==> src/rtl/register_bank_writer_pkg.sv <==
// Shared constants for the register-bank write side: FSM encodings and
// architecturally special register indices.
package register_bank_writer_pkg;

    // FSM state encodings; two bits so that an illegal encoding exists and
    // can be recovered from.
    localparam logic [1:0] ST_IDLE  = 2'b00;
    localparam logic [1:0] ST_CLEAR = 2'b01;

    // Architectural register indices.
    localparam logic [4:0] REG_ZERO = 5'd0;   // hard-wired zero
    localparam logic [4:0] REG_SP   = 5'd29;  // stack pointer
    localparam logic [4:0] REG_LAST = 5'd31;  // final register of the sweep

endpackage

==> src/rtl/register_bank_writer_write_decoder.sv <==
// 5-to-32 one-hot write decoder. Bit 0 is never asserted, so register 0 can
// never be written regardless of the address presented.
module write_decoder_5to32
    import register_bank_writer_pkg::*;
(
    input  logic [4:0]  i_addr,
    input  logic        i_en,
    output logic [31:0] o_onehot
);

    // Decode the address into a single write strobe, masking register 0.
    always_comb begin
        o_onehot = '0;
        if (i_en) begin
            o_onehot[i_addr] = 1'b1;
        end
        o_onehot[REG_ZERO] = 1'b0;
    end

endmodule

==> src/rtl/register_bank_writer.sv <==
// Write side of the MIPS register file: 31 storage registers (reg0 is
// constant zero), a valid/ready write port and a bulk-clear sweep that
// reinitialises registers 1..31 one per cycle.
//
// Handshake: a write transfers on a rising edge where wr_valid && wr_ready.
// wr_ready is combinational, high only in IDLE with no clear_req pending;
// a requester that sees wr_ready low must hold wr_valid/wr_addr/wr_data
// stable until it transfers.
module register_bank_writer
    import register_bank_writer_pkg::*;
#(
    parameter int                     WORD_LENGTH = 32,
    parameter logic [WORD_LENGTH-1:0] SP_INIT     = 32'h7FFF_FFFC
)
(
    input  logic                      clk,
    input  logic                      reset,
    input  logic                      wr_valid,
    output logic                      wr_ready,
    input  logic [4:0]                wr_addr,
    input  logic [WORD_LENGTH-1:0]    wr_data,
    input  logic                      clear_req,
    output logic                      busy,
    output logic                      clear_done,
    output logic [32*WORD_LENGTH-1:0] regs_flat,
    output logic [1:0]                dbg_state
);

    logic [1:0]             r_state;
    logic [4:0]             r_cnt;

    logic                   w_in_clear;
    logic                   w_wr_fire;
    logic                   w_dec_en;
    logic [4:0]             w_dec_addr;
    logic [WORD_LENGTH-1:0] w_wr_value;
    logic [WORD_LENGTH-1:0] w_sweep_value;
    logic [31:0]            w_onehot;
    logic                   w_unused_bit0;

    assign w_in_clear    = (r_state == ST_CLEAR);
    assign wr_ready      = (r_state == ST_IDLE) && !clear_req;
    assign w_wr_fire     = wr_valid && wr_ready;
    assign busy          = w_in_clear;
    assign clear_done    = w_in_clear && (r_cnt == REG_LAST);
    assign dbg_state     = r_state;

    // The sweep and the write port share one decoder; state picks the source.
    assign w_sweep_value = (r_cnt == REG_SP) ? SP_INIT : '0;
    assign w_dec_addr    = w_in_clear ? r_cnt : wr_addr;
    assign w_dec_en      = w_in_clear || w_wr_fire;
    assign w_wr_value    = w_in_clear ? w_sweep_value : wr_data;

    write_decoder_5to32 u_decoder (
        .i_addr   (w_dec_addr),
        .i_en     (w_dec_en),
        .o_onehot (w_onehot)
    );

    // Strobe for register 0 is always low and has no storage behind it.
    assign w_unused_bit0 = w_onehot[0];

    // Control FSM and sweep counter; the counter exits at 31 so it never wraps.
    always_ff @(posedge clk or negedge reset) begin
        if (!reset) begin
            r_state <= ST_IDLE;
            r_cnt   <= 5'd1;
        end else begin
            case (r_state)
                ST_IDLE: begin
                    if (clear_req) begin
                        r_state <= ST_CLEAR;
                        r_cnt   <= 5'd1;
                    end
                end
                ST_CLEAR: begin
                    if (r_cnt == REG_LAST) begin
                        r_state <= ST_IDLE;
                        r_cnt   <= 5'd1;
                    end else begin
                        r_cnt <= r_cnt + 5'd1;
                    end
                end
                default: begin
                    r_state <= ST_IDLE;
                    r_cnt   <= 5'd1;
                end
            endcase
        end
    end

    // Register 0 reads as constant zero.
    assign regs_flat[0 +: WORD_LENGTH] = '0;

    // Storage registers 1..31, each loaded when its decoder strobe fires.
    for (genvar k = 1; k < 32; k++) begin : g_reg
        localparam logic [4:0]             K_IDX   = 5'(k);
        localparam logic [WORD_LENGTH-1:0] RST_VAL = (K_IDX == REG_SP) ? SP_INIT : '0;

        logic [WORD_LENGTH-1:0] r_value;

        // Hold the register value, updating on its write strobe.
        always_ff @(posedge clk or negedge reset) begin
            if (!reset) begin
                r_value <= RST_VAL;
            end else if (w_onehot[k]) begin
                r_value <= w_wr_value;
            end
        end

        assign regs_flat[k*WORD_LENGTH +: WORD_LENGTH] = r_value;
    end

endmodule

==> config.mk <==
export PLATFORM = sky130hd
export DESIGN_NAME = register_bank_writer
export DESIGN_NICKNAME = d
export VERILOG_FILES = /design/src/rtl/register_bank_writer_pkg.sv /design/src/rtl/register_bank_writer_write_decoder.sv /design/src/rtl/register_bank_writer.sv
export SDC_FILE = /design/constraint.sdc
export NUM_CORES = 1
export LEC_CHECK = 0
export ABC_AREA = 1
export CAP_MARGIN = 30
export CORE_AREA = 2 2 421 423
export DETAILED_ROUTE_END_ITERATION = 8
export DIE_AREA = 0 0 423 425
export HOLD_SLACK_MARGIN = 0.15
export MAX_ROUTING_LAYER = met4
export PLACE_DENSITY = 0.54
export RECOVER_POWER = 100
export REMOVE_ABC_BUFFERS = 1
export SYNTH_ARGS = -nofsm -noshare
export SYNTH_HDL_FRONTEND = slang
export SYNTH_SLANG_ARGS = --single-unit
==> constraint.sdc <==
create_clock -name clk -period 3 [get_ports clk]
set_input_delay 0.45 -clock clk [delete_from_list [all_inputs] [get_ports clk]]
set_output_delay 0.45 -clock clk [all_outputs]
set_load 0.01 [all_outputs]
* Yosys cells after proc, flatten, opt, wreduce, memory -nomap -nowiden
Cells that the tools add are included.
Widths: inputs -> output; s select.
** Storage, ports and cells
- Flip-flop bits (word level) :: 999
- Output and inout port bits :: 1029
- Logic and storage cells :: 61
** Operators by class
- Add/sub/neg operators :: 1
- Order comparisons :: 2
- Equal/unequal tests :: 5
- Muxes and demuxes :: 12
- Reduce and logical (&&, ||, !) cells :: 8
** Operators by type and width (count)
- $mux 32 :: 2
- $mux 31 :: 1
- $mux 5 :: 3
- $eq 5x5->1 const B :: 2
- $pmux 5 s2 :: 1
- $lt 5x6->1 const B :: 1
- $add 5x1->5 const B :: 1
- $demux 1 s5 :: 1
- $ge 5x1->1 const B :: 1
- $logic_and 1x1->1 :: 4
- $mux 2 :: 2
- $pmux 2 s2 :: 1
- $eq 2x1->1 const B :: 1
- $logic_not 2->1 :: 1
- $ne 2x1->1 const B :: 1
- $ne 2x2->1 const B :: 1
- $reduce_and 2->1 :: 1
- $logic_not 1->1 :: 1
- $logic_or 1x1->1 :: 1
- $mux 1 :: 1

* Logic depth before layout (Yosys ltp)
Gate-level depths: netlist of run 1.
- Depth in word-level cells :: 7
- Depth in mapped cells :: 12
- Depth with buffers taken out :: 8

* By module
Synthesis of run 1 repeated with hierarchy kept, for this count alone.
** Second synthesis, totals
- Cell total of the unflattened synthesis :: 4397
- Area, all modules :: 38653.3 µm²
** By module, submodules not included
- register_bank_writer :: instances 1, cells each 4346, area each 38445.6 µm², seq. area each 25011.5 µm²
- write_decoder_5to32 :: instances 1, cells each 51, area each 207.7 µm², seq. area each 0.0 µm²

* Least setup slack after synthesis of run 1
No wires, ideal clock.
- Path type :: reg2reg
- From :: register r_cnt[0]
- To :: register g_reg[17].r_value[16]
- Library setup time :: 0.066 ns
- Arrival :: 1.771 ns
- Path slack :: 1.163 ns
- Cell stages (with the launch flop) :: 9
- Path buffers :: 3
- Period minus slack after synthesis :: 1.837 ns
- Cell sequence :: dfstp_2 ha_1 nand3_1 clkbuf_1 buf_2 o21ai_1 clkbuf_1 nand3_1 nand2_1
** Between the ends
- Cells in the longest elaborated chain, start to end :: 6
- Elaborated cells between the ends (all ways) :: 10
- Those cells by class :: order compare (2); eq/ne (1); mux (6); reduce/logical (1)
** Ends and longest elaborated chain
- start, declared :: line register_bank_writer.sv:30 : logic [4:0] r_cnt;
- start signal, assigned :: line register_bank_writer.sv:81 : r_cnt <= r_cnt + 5'd1;
- $mux 5 :: line register_bank_writer.sv:50 : assign w_dec_addr = w_in_clear ? r_cnt : wr_addr;
- $lt 5x6->1 (implied by the code) / $ge 5x1->1 (equally long branches) :: line register_bank_writer_write_decoder.sv:15 : o_onehot[i_addr] = 1'b1;
- $logic_and 1x1->1 (implied by the code) :: line register_bank_writer_write_decoder.sv:15
- $mux 1 (implied by the code) :: line register_bank_writer_write_decoder.sv:15
- $demux 1 s5
- $mux 32 :: line register_bank_writer_write_decoder.sv:14 : if (i_en) begin
- end signal, assigned :: line register_bank_writer.sv:107 : r_value <= w_wr_value;
- end, declared :: line register_bank_writer.sv:100 : logic [WORD_LENGTH-1:0] r_value;
Parallel ways exist; a longest one is shown, timed or not.
A chain may end at the register's enable or synchronous reset.

* Worst setup path after layout of run 1
- From :: register r_cnt[0]
- To :: register g_reg[27].r_value[20]
** Between the ends
- Cells in the longest elaborated chain, start to end :: 6
- Elaborated cells between the ends (all ways) :: 10
- Those cells by class :: order compare (2); eq/ne (1); mux (6); reduce/logical (1)
** Ends and longest elaborated chain (line)
- $mux 5 :: register_bank_writer.sv:50
- $lt 5x6->1 (implied by the code) / $ge 5x1->1 (equally long branches) :: register_bank_writer_write_decoder.sv:15
- $logic_and 1x1->1 (implied by the code) :: register_bank_writer_write_decoder.sv:15
- $mux 1 (implied by the code) :: register_bank_writer_write_decoder.sv:15
- $demux 1 s5
- $mux 32 :: register_bank_writer_write_decoder.sv:14
- end signal, assigned :: register_bank_writer.sv:107
- end, declared :: register_bank_writer.sv:100
Parallel ways exist; a longest one is shown, timed or not.

==> results of run 1 <==
## Yosys cell counts, drive strengths merged
cell type  count
nand2       2064
nand3        522
nor3           1
conb           1
buf          250
dfstp         30
inv           20
clkbuf       201
o22ai          3
nor2          29
o21ai        511
dfrtp        968
a22o           1
ha             3
## worst max-delay path, stage by stage (launching register included)
cell and delay (ns):
dfstp_2 0.60, ha_1 0.25, nand3_4 0.33, buf_4 0.35, o21ai_4 0.14, clkbuf_2 0.68
nand3_1 0.20, nand2_1 0.11
## registers in the layout, summed over array words and instances (netlist names)
name       flops
dbg_state      1
r_cnt          5
g.r_value    992
## what timing repair did
item,CTS,global route
gates resized for setup,3,2
setup endpoints to repair,1,1
endpoints found under the hold margin,34,0
hold buffers,1,0
## placed cells by master, fill, tap and decap left out, drive strengths merged, types with 16 or more instances in the layout
cell / n
nand2: 2064
dlygate4sd3: 994
dfrtp: 968
nand3: 522
o21ai: 511
clkbuf: 242
buf: 153
clkdlybuf4s50: 41
conb: 33
dfstp: 30
nor2: 29
inv: 24
clkinv: 16
## area by class of cell
class | count | area share
Sequential cell | 998 | 0.434
Clock inverter | 26 | 0.00575
Tap cell | 2340 | 0.0508
Inverter | 20 | 0.00139
Antenna cell | 10 | 0.000434
Timing Repair Buffer | 1255 | 0.211
Multi-Input combinational cell | 3167 | 0.239
Clock buffer | 175 | 0.0578
## per-stage QoR
stage	TNS, ns	util	total power [W]	instances
after global routing	0	0.329	0.0635	7989
after global placement	0	0.310	0.0488	7779
final	0	0.329	0.0608	7991
after CTS	0	0.331	0.0631	7981
after detailed placement	0	0.310	0.0491	7779
after floorplan	-1336.73	-	0.0297	4185
## layer usage
layer,track usage,vias up
met5,-,-
met4,0.0986,0
met3,0.0387,437
met2,0.353,1737
met1,0.267,19000
li1,-,16500
## path summary, 6_finish.rpt
check | from | to | slack [ns] | cells after the start
worst min register to register | g_reg[25].r_value[29] | g_reg[25].r_value[29] | 0.46 | 2
worst min-delay path | clear_req | r_cnt[0] | 0.42 | 3
worst max-delay path | r_cnt[0] | g_reg[27].r_value[20] | 0.15 | 7
min in group asynchronous | reset | g_reg[8].r_value[15] | 1.00 | 2
max in group asynchronous | reset | g_reg[18].r_value[2] | 0.20 | 4
worst max register to register | r_cnt[0] | g_reg[27].r_value[20] | 0.15 | 7
## logic make-up (layout without fill, tap and decap cells)
group	after synthesis	in the layout
AO/OA/AOI/OAI	515	515
other	1	43
flip-flops	998	998
buffers and inverters	471	1476
adder cells (fa/ha/maj)	3	3
AND/OR/NAND/NOR	2616	2616
## power groups by stage
stage               sequential (W)  combinational [W]  clock, W
floorplan                   0.0220            0.00769         0
detailed placement          0.0206             0.0285         0
CTS                         0.0204             0.0285    0.0142
finish                      0.0203             0.0266    0.0140
global route                0.0207             0.0280    0.0148
global placement            0.0205             0.0283         0
==> out/metrics.cfg, run 1 <==
[synthesis]
synth_top_family_by_area = simple AND/OR/NAND/NOR gates
yosysTopAreaCellShare = 0.593
synth-simple-area-share = 0.263
synthTopCellsByArea = dfrtp_1, nand2_1, nand3_1, o21ai_0, dfstp_2
syn_avg_cell_area_sq_um = 8.87
synth_xor_area_frac = 0
synth_warnings = 0
synthDistinctLibCells = 28
synth_mux_area_frac = 0
synth_adder_area_share = 0.000919
synthCells = 4604
seq_area_frac_synth = 0.613
synth-seq-cells = 998
synth_top_area_cell = dfrtp_1
syn-cell-area_sq_um = 40800
synth_compound_gate_area_share = 0.0633

[routing]
highest_layer = met4
routed_wl_microns = 199000
dr.first_iter.drc_count = 3715
drc = 0
routedWlPerCell_microns = 25.0
via_per_inst = 4.71
first_pass_iters = 5
met1Wirelength_microns = 79500
final_antenna_net_count = 0
dr_wl_met2_microns = 97100
met3_length_microns = 12800
vias = 37700

[layout]
final_layout_size_suffix_gt1_frac = 0.0826
regArea_sq_um = 25000
postLayoutCellArea_sq_um = 57700
multi_input_area_sq_um = 13800
areaGrowthSynthToFinish_pct = 41.2
nFillCells = 18200
final_net_count = 5597

[floorplanning]
coreArea_sq_um = 175000
die_area_sq_um = 180000
die_y_microns = 425
io_pins = 1070
fp-row-count = 154
die_w_microns = 423
start_util = 0.233

[setup_path]
critPathArrivalTime_ns = 3.49
critPathKind = flop to flop
cp_max_fo = 15
worstPathRequired_ns = 3.65
setup.worst_path.end_class = flop
cp-start-kind = flop

[global_route]
antenna_found_initial = 14
grt_usage = 0.219
grt_overflow = 0
grt_pass1_vias = 35500
grt_first_pass_wirelength_microns = 276000
grt_max_degree = 133

[clock_tree]
htreeDepth = 3
cts_buffer_depth = 3
clock_sinks = 998
cts_tree = yes
cts_setup_buffers = 0
clk_latency_ns = 0.73
path_clk_slew_ns = 0.07
cts_root_buf = clkbuf_16
cts_buffers = 111

[sta]
fin_hold_ws_ns = 0.416
setup_ws_ns = 0.154
rsz0062_at_grt = no
fin_worst_skew_ns = 0.0313
hold_viol_final = 0
finalCriticalPeriod_ns = 2.85
slew_headroom = -0.570
drv_slew = 47
worst_slew_pin_slew_ns = 2.36
finalCritPeriodShare = 0.949
fmax_mhz = 351
setup_viol_count_final = 0

[placement]
place_congestion = 0.855
dpl.hpwl_microns = 133000
place_area_sq_um = 54400
preCtsSetupSlack_ns = 0.312
io_buffer_count = 1036

[pwr]
p_leak_nw = 32.2
seqPwrFrac = 0.334
ir_drop_mv = 0.619
pwr-share-clk = 0.230
p_int_w = 0.0345
p_sw_frac = 0.433
switchingPower_w = 0.0264
combPwrFrac = 0.437
power_density_nw_per_um2 = 1050

[status]
violations = capacitance limit, slew limit
outcome = complete, but fails checks

[hold_path]
worstHoldPathType = input port to flop

[run]
max_cap_violations = 1

(Power assumes the default switching activity.)
==> inputs of run 2 (changes only) <==
PLACE_DENSITY = 0.56   (was 0.54)
clock period = 2.55 ns   (was 3 ns; I/O delays follow)
==> run 2 against run 1 <==
The run still ends with capacitance limit, slew limit left. Clock skew down 0.0011 ns. Clock-buffer cell count down 10. Via count up 0.11%. Die area unchanged. Clock power up 21%. Worst setup slack worse by 0.10 ns. Combinational power up 20%. Non-clock buffer count up 9. First-iteration DRC count down 2.2%. Flip-flop and latch count unchanged. Critical path type unchanged. Critical endpoint is now g_reg[27].r_value[28]. Largest cell class unchanged.
==> out/metrics.cfg, run 2 (synthesis results as in run 1) <==
[layout]
final_common_cell = nand2_1
final_layout_size_suffix_gt1_frac = 0.0891  ; +0.00648
largest_register_ffs = 992  ; unchanged
mostFrequentLayoutCells = nand2_1, dlygate4sd3_1, dfrtp_1
final_net_count = 5606  ; +0.16%
largest_register = g.r_value
areaGrowthSynthToFinish_pct = 42.4
final_core_util = 0.331  ; +0.00270

[pwr]
power_density_nw_per_um2 = 1250  ; +18%
p_sw_frac = 0.430  ; -0.00378
combPwrFrac = 0.440  ; +0.003
p_int_w = 0.0414  ; +20%
switchingPower_w = 0.0312  ; +18%
p_leak_nw = 32.5  ; +0.84%
seqPwrFrac = 0.327  ; -0.007
ir_drop_mv = 0.775  ; +25%
pwr-share-clk = 0.233  ; +0.003

[setup_path]
crit_chain = buf_4 -> ha_1 -> nand3_4 -> buf_8 -> o21ai_1 -> clkbuf_4 -> nand3_1 -> nand2_1
crit_slowest_cell = dfstp_2
worstPathRequired_ns = 3.23  ; -0.42 ns
slowest_delay_ns = 0.57  ; -0.11 ns
critPathKind = flop to flop
setup.worst_path.end_class = flop
cp-start-kind = flop
critPathArrivalTime_ns = 3.18  ; -0.31 ns
cp_max_fo = 29  ; +14

[routing]
first_pass_iters = 7  ; +2
dr.first_iter.drc_count = 3633  ; -2.2%
vias = 37700  ; +0.11%
via_per_inst = 4.71  ; -0.15%
final_antenna_net_count = 0  ; unchanged
routedWlPerCell_microns = 24.6  ; -1.3%
routed_wl_microns = 197000  ; -1.1%
drc = 0  ; unchanged

[global_route]
grt_first_pass_wirelength_microns = 273000  ; -0.93%
grt_max_degree = 99  ; -26%
grt_pass1_vias = 35700  ; +0.51%
grt_usage = 0.217  ; -0.00169
antenna_found_initial = 21  ; +7
grt_overflow = 0  ; unchanged

[placement]
place_congestion = 0.838  ; -2.0%
dpl.hpwl_microns = 131000  ; -2.0%
io_buffer_count = 1036  ; unchanged

[sta]
rsz0062_at_grt = no
hold_viol_final = 0  ; unchanged
drv_slew = 125  ; +170%
fin_hold_ws_ns = 0.216  ; -0.200 ns
fmax_mhz = 400  ; +14%
setup_viol_count_final = 0  ; unchanged
final.setup.tns_ns = 0  ; unchanged
slew_headroom = -0.0186  ; +0.552
finalCritPeriodShare = 0.979  ; +0.0309
fin_worst_skew_ns = 0.0302  ; -0.00108 ns
worst_slew_pin_slew_ns = 1.53  ; -0.827 ns
finalCriticalPeriod_ns = 2.50  ; -0.348 ns

[clock_tree]
cts_tree = yes
clock_sinks = 998  ; unchanged
cts_buffer_depth = 3  ; unchanged
cts_root_buf = clkbuf_16
htreeDepth = 3  ; unchanged
cts_buffers = 111  ; unchanged
clk_latency_ns = 0.78  ; +0.05 ns
path_clk_slew_ns = 0.06  ; about the same

[run]
max_cap_violations = 2  ; +1

[floorplanning]
die_w_microns = 423  ; unchanged
io_pins = 1070  ; unchanged
coreArea_sq_um = 175000  ; unchanged
die_y_microns = 425  ; unchanged
start_util = 0.233  ; unchanged
die_area_sq_um = 180000  ; unchanged
fp-row-count = 154  ; unchanged

[hold_path]
worstHoldPathType = input port to asynchronous set/reset pin

[status]
outcome = complete, but fails checks
violations = capacitance limit, slew limit

## run 2: cell types whose count changed in the layout (fill, tap and decap cells not counted), moves of 5 or more
cell / change
clkbuf_2: -20
clkbuf_4: +18
clkbuf_1: -14
o21ai_0: -10
o21ai_1: +10
buf_12: +8
nor2_4: -7
clkinv_2: +6
buf_6: +5
diode_2: +5
## run 2: worst max-delay path: cells and delay by family, from the launching register on
family	cells	cell delay [ns]
compound gates	1	0.23
fa+ha+maj	1	0.23
buf+inv	3	0.88
flops	1	0.57
simple gates	3	0.36
## run 2: worst paths after layout
check / startpoint / slack, ns / to / cells after the start
setup / recovery: r_cnt[0] / 0.05 / g_reg[27].r_value[28] / 8
hold / removal: reset / 0.22 / g_reg[22].r_value[18] / 2
setup reg to reg: r_cnt[0] / 0.05 / g_reg[27].r_value[28] / 8
hold reg to reg: g_reg[29].r_value[10] / 0.46 / g_reg[29].r_value[10] / 2
max in group asynchronous: reset / 0.24 / g_reg[10].r_value[3] / 4
min in group clk: clear_req / 0.30 / r_cnt[0] / 3
## run 2: final cells by class
class / instances / area, sq um
Sequential cell: 998 / 25000
Tap cell: 2340 / 2930
Multi-Input combinational cell: 3167 / 13800
Timing Repair Buffer: 1264 / 12500
Clock inverter: 43 / 533
Antenna cell: 15 / 37.5
Clock buffer: 165 / 3270
Inverter: 20 / 83.8
Fill cell: 18000 / 117000
## run 2: per-layer routing
layer,share of wire,vias up,global-route usage,wire (microns)
met1,0.39,18800,0.257,76700
li1,-,16600,-,-
met2,0.48,1850,0.347,95100
met4,0.057,0,0.114,11200
met3,0.073,483,0.0468,14300
met5,0,-,-,0
## run 2: power by group through the flow
stage	Clock [W]	Sequential, W	Combinational [W]
after detailed placement	0	0.0241	0.0341
after global routing	0.0178	0.0243	0.0337
after floorplan	0	0.0259	0.00905
after global placement	0	0.0241	0.0338
after CTS	0.0172	0.0239	0.0342
final	0.0169	0.0238	0.0319
## run 2: timing repair
item | 4_1_cts | 5_1_grt
hold buffers | 1 | 0
gates resized for setup | 15 | 3
pin swaps | 3 | 1
hold endpoints to repair | 804 | 0
setup endpoints to repair | 4 | 1
buffers inserted | 3 | 1
## run 2: metrics by stage
stage	instance area, sq um	total power [W]	instances	worst slack (ns)
after floorplan	38600	0.0349	4185	-3.22
after global placement	54800	0.0579	7784	0.0380
after detailed placement	54800	0.0582	7784	0.0265
after CTS	58600	0.0753	7996	-0.0521
after global routing	58100	0.0757	8008	0.0108
final	58100	0.0726	8012	0.0523
